--- config.mk ---
export PLATFORM = sky130hd
export DESIGN_NAME = arbiter_8req
export DESIGN_NICKNAME = d
export VERILOG_FILES = /design/src/rtl/arbiter_8req.sv
export SDC_FILE = /design/constraint.sdc
export NUM_CORES = 1
export LEC_CHECK = 0
export CAP_MARGIN = 20
export CORE_MARGIN = 5
export CORE_UTILIZATION = 50
export DETAILED_ROUTE_END_ITERATION = 10
export GPL_ROUTABILITY_DRIVEN = 0
export PLACE_DENSITY = 0.7
export SLEW_MARGIN = 25
export SYNTH_ARGS = -nofsm -noshare
export SYNTH_HDL_FRONTEND = slang
export SYNTH_SLANG_ARGS = --single-unit
--- constraint.sdc ---
create_clock -name clk -period 11.37 [get_ports clk]
set_input_delay 3.411 -clock clk [delete_from_list [all_inputs] [get_ports clk]]
set_output_delay 3.411 -clock clk [all_outputs]
set_load 0.01 [all_outputs]
--- src/rtl/arbiter_8req.sv ---
// Eight-requester arbiter with fixed-priority or round-robin selection and a
// per-grant hold limit that force-releases a grant and pulses timeout.
module arbiter_8req #(
    parameter int unsigned MAX_HOLD = 16
) (
    input  logic       clk,
    input  logic       rst_n,
    input  logic [7:0] req,
    input  logic       mode,
    output logic [7:0] gnt,
    output logic [2:0] gnt_id,
    output logic       gnt_valid,
    output logic       timeout
);

    typedef enum logic {IDLE, GRANT} state_t;

    state_t     state_reg, state_next;
    logic [7:0] gnt_reg, gnt_next;
    logic [2:0] gnt_id_reg, gnt_id_next;
    logic       gnt_valid_reg, gnt_valid_next;
    logic       timeout_reg, timeout_next;
    logic [7:0] hold_reg, hold_next;
    logic [2:0] last_id_reg, last_id_next;

    logic [7:0] rot_req;
    logic [2:0] fixed_id;
    logic [2:0] rr_offset;
    logic [2:0] rr_id;
    logic [2:0] win_id;
    logic [7:0] win_onehot;

    // rot_req[k] is the requester k+1 positions above the last winner
    genvar gi;
    generate
        for (gi = 0; gi < 8; gi++) begin : g_rot
            assign rot_req[gi] = req[3'(last_id_reg + 3'(gi) + 3'd1)];
        end
        for (gi = 0; gi < 8; gi++) begin : g_onehot
            assign win_onehot[gi] = (win_id == 3'(gi));
        end
    endgenerate

    always_comb begin
        fixed_id = '0;
        for (int i = 0; i < 8; i++) begin
            if (req[i]) fixed_id = 3'(i);
        end
    end

    always_comb begin
        rr_offset = '0;
        for (int i = 7; i >= 0; i--) begin
            if (rot_req[i]) rr_offset = 3'(i);
        end
    end

    assign rr_id  = 3'(last_id_reg + rr_offset + 3'd1);
    assign win_id = mode ? rr_id : fixed_id;

    always_comb begin
        state_next     = state_reg;
        gnt_next       = gnt_reg;
        gnt_id_next    = gnt_id_reg;
        gnt_valid_next = gnt_valid_reg;
        timeout_next   = 1'b0;
        hold_next      = hold_reg;
        last_id_next   = last_id_reg;
        case (state_reg)
            IDLE: begin
                gnt_next       = '0;
                gnt_id_next    = '0;
                gnt_valid_next = 1'b0;
                hold_next      = '0;
                if (req != 8'd0) begin
                    state_next     = GRANT;
                    gnt_next       = win_onehot;
                    gnt_id_next    = win_id;
                    gnt_valid_next = 1'b1;
                    hold_next      = 8'd1;
                    last_id_next   = win_id;
                end
            end
            GRANT: begin
                if (!req[gnt_id_reg] || hold_reg == 8'(MAX_HOLD)) begin
                    // Release always passes through IDLE, so grants never abut
                    state_next     = IDLE;
                    gnt_next       = '0;
                    gnt_id_next    = '0;
                    gnt_valid_next = 1'b0;
                    hold_next      = '0;
                    timeout_next   = req[gnt_id_reg];
                end else begin
                    hold_next = hold_reg + 8'd1;
                end
            end
            default: state_next = IDLE;
        endcase
    end

    always_ff @(posedge clk) begin
        if (!rst_n) begin
            state_reg     <= IDLE;
            gnt_reg       <= '0;
            gnt_id_reg    <= '0;
            gnt_valid_reg <= 1'b0;
            timeout_reg   <= 1'b0;
            hold_reg      <= '0;
            last_id_reg   <= 3'd7;
        end else begin
            state_reg     <= state_next;
            gnt_reg       <= gnt_next;
            gnt_id_reg    <= gnt_id_next;
            gnt_valid_reg <= gnt_valid_next;
            timeout_reg   <= timeout_next;
            hold_reg      <= hold_next;
            last_id_reg   <= last_id_next;
        end
    end

    assign gnt       = gnt_reg;
    assign gnt_id    = gnt_id_reg;
    assign gnt_valid = gnt_valid_reg;
    assign timeout   = timeout_reg;

endmodule

==> flow_metrics.tcl <==
set metrics [dict create \
    insertedDiodeCount 0 \
    reg2regPathDepth 15 \
    total_power_uw 657 \
    wirelength_um 4380 \
    synth.top_cells.by_count "dfxtp_1 (25), nor2_1 (20), nand2_1 (13), mux4_2 (12), mux2i_1 (11)" \
    drc 0 \
    crit_end "gnt[3]$_SDFFE_PN0P_" \
    fin_crit_sh_pct 59.2 \
    required_ns 11.57 \
    rsz0062_at_grt "false" \
    cts_buffers 3 \
    die-width_um 73.2 \
    end_kind "register" \
    max_cap_viol_count 0 \
    io_buffers 23 \
    drtIter0Drc 149 \
    fp.dieH_um 73.2 \
    timing.fmax_ghz 0.149 \
    clk_pin_slew_ns 0.08 \
    tns_ns 0 \
    root_buffer "clkbuf_8" \
    multi_input_area_um2 1390 \
    cts.htree.levels 1 \
    tightestPinTransition_ns 0.927 \
    syn_inst 216 \
    cts_tree "done" \
    pin_count 24 \
    grt_start_max_net_pins 24 \
    yosysSeqAreaShare_pct 25.1 \
    min_period_ns 6.73 \
    yosys-top-cells-area "dfxtp_1 (25%), mux4_2 (14%), mux2i_1 (5.5%), ha_1 (3.8%), nor2_1 (3.8%)" \
    yosysMostFrequentCell "dfxtp_1" \
    r2r_setup_slack_ns 6.52 \
    fin_nets 247 \
    cts_repair_resize_count 0 \
    synth-edff-count 0 \
    synth_area_um2 1990 \
    ys_types 48 \
    crit_start "req[7]" \
    cp_max_fo 13 \
    synth_top_area_share_pct 25.1 \
    yosysWarnings 0 \
    core_um2 3940 \
    grt_pass1_wl_um 7670 \
    antenna_found_initial 0 \
    ys_ff_latch 25 \
    fin_worst_skew_ns 0.00276 \
    hp-class "reg2reg" \
    status "finished clean" \
    yosysTopAreaCell "dfxtp_1" \
    slew_violations 0 \
    fp.dieArea_um2 5350 \
    cts_hold_buffers 0 \
    clockBufferDepth 2 \
    ir_worst_vdd_mv 0.197 \
    clkSinkCount 25 \
    syn_area_per_cell_um2 9.23 \
    r2r_end "gnt[3]$_SDFFE_PN0P_" \
    critPathKind "in2reg" \
    yosys_most_used_dff "dfxtp_1" \
    wire_per_inst_um 15.8 \
    power.density_nw_per_um2 291 \
    num_vias 1700 \
    r2r-start "last_id_reg[0]$_SDFFE_PN1P_" \
    syn_to_final_growth_pct 13.4 \
    final.fill_count 358 \
    final-seq-area_um2 500 \
    drive_above_1_share_pct 11.4 \
    ant_nets 0 \
    setup_viol 0 \
    start_kind "primary input" \
    slew_headroom_pct 38.1 \
    arrival_ns 6.93 \
    grt.overflow.total 0 \
    async_reset_ff_share_pct 0 \
    grt_pass1_vias 1581 \
    clock_latency_ns 0.27 \
    fp-row-count 23 \
    first_pass_iters 4 \
    via_per_inst 6.12 \
    start_util_pct 50.6 \
    synth_nets 234 \
    grt_use_total_pct 17.9 \
    leakagePower_uw 0.000827 \
    cts_setup_buffers 0 \
    hold_viol_final 0 \
    post-dp-hpwl_um 3290 \
]
[placed cells by master, fill, tap and decap left out, types with 6 or more instances in the layout]
cell	instances
dfxtp_1	25
inv_1	7
nand3_1	6
ha_1	6
xor2_1	6
nand2_1	13
clkdlybuf4s50_1	23
o21ai_1	9
mux2i_1	11
a22oi_1	8
o21ai_0	7
mux4_2	12
nor2_1	20
mux2_2	6
[per-layer routing]
metal,up-vias,global-route usage (%),part of all wire [%]
met1,811,25.2,46
met2,45,29.1,49
met3,4,1.24,3.0
met5,-,0,0
li1,840,-,-
met4,0,5.53,1.3
[power breakdown]
| part | internal [uW] | total (uW) | leakage [uW] | switching, uW |
|---|---|---|---|---|
| sequential | 113 | 146 | 0.000204 | 33.2 |
| clock | 24.8 | 51.9 | 0.0000217 | 27.1 |
| combinational | 218 | 460 | 0.000601 | 242 |
| total | 355 | 657 | 0.000827 | 302 |
[area by class of cell]
cell class / count / area share, %
Timing Repair Buffer: 23 / 10.2
Clock buffer: 3 / 1.83
Tap cell: 50 / 2.77
Clock inverter: 1 / 0.332
Inverter: 7 / 1.16
Sequential cell: 25 / 22.1
Multi-Input combinational cell: 169 / 61.6
[worst max-delay path: stages]
cell	delay, ns
clkdlybuf4s50_1	0.61
mux4_2	0.53
o221ai_1	0.31
a21boi_0	0.23
o311a_1	0.16
o21ai_0	0.09
ha_1	0.21
fa_1	0.49
a21oi_1	0.44
nor2b_1	0.24
a22oi_1	0.08
o21ai_1	0.11
[kinds of logic (layout without fill, tap and decap cells)]
family | count (synthesis) | after routing | synth area share (%)
compound gates | 49 | 49 | 16.8
xor+xnor | 11 | 11 | 5.58
fa+ha+maj | 7 | 7 | 4.77
buf+inv | 22 | 34 | 5.02
flops | 25 | 25 | 25.1
mux | 31 | 31 | 25.1
simple gates | 71 | 71 | 17.7
[per-stage QoR]
stage	instances	setup slack, ns	hold WS [ns]	utilization (%)	area, um2
floorplan	216	5.26	0.467	-	1990
global placement	274	4.48	0.436	56.1	2210
detailed placement	274	4.42	0.439	56.1	2210
CTS	278	4.68	0.460	57.4	2260
global route	278	4.40	0.473	57.4	2260
finish	278	4.64	0.454	57.4	2260
[worst min-delay path by stage]
stage | from | endpoint | depth (start not counted)
final | gnt_valid$_SDFFE_PN0P_ | gnt_valid$_SDFFE_PN0P_ | 1
after global routing | gnt_valid$_SDFFE_PN0P_ | gnt_valid$_SDFFE_PN0P_ | 1
after CTS | gnt_valid$_SDFFE_PN0P_ | gnt_valid$_SDFFE_PN0P_ | 1
after detailed placement | gnt_valid$_SDFFE_PN0P_ | gnt_valid$_SDFFE_PN0P_ | 1
after global placement | gnt_valid$_SDFFE_PN0P_ | gnt_valid$_SDFFE_PN0P_ | 1
after floorplan | state_reg$_SDFF_PN0_ | timeout$_SDFF_PN0_ | 2
No activity file was read; power rests on OpenSTA's default activity.
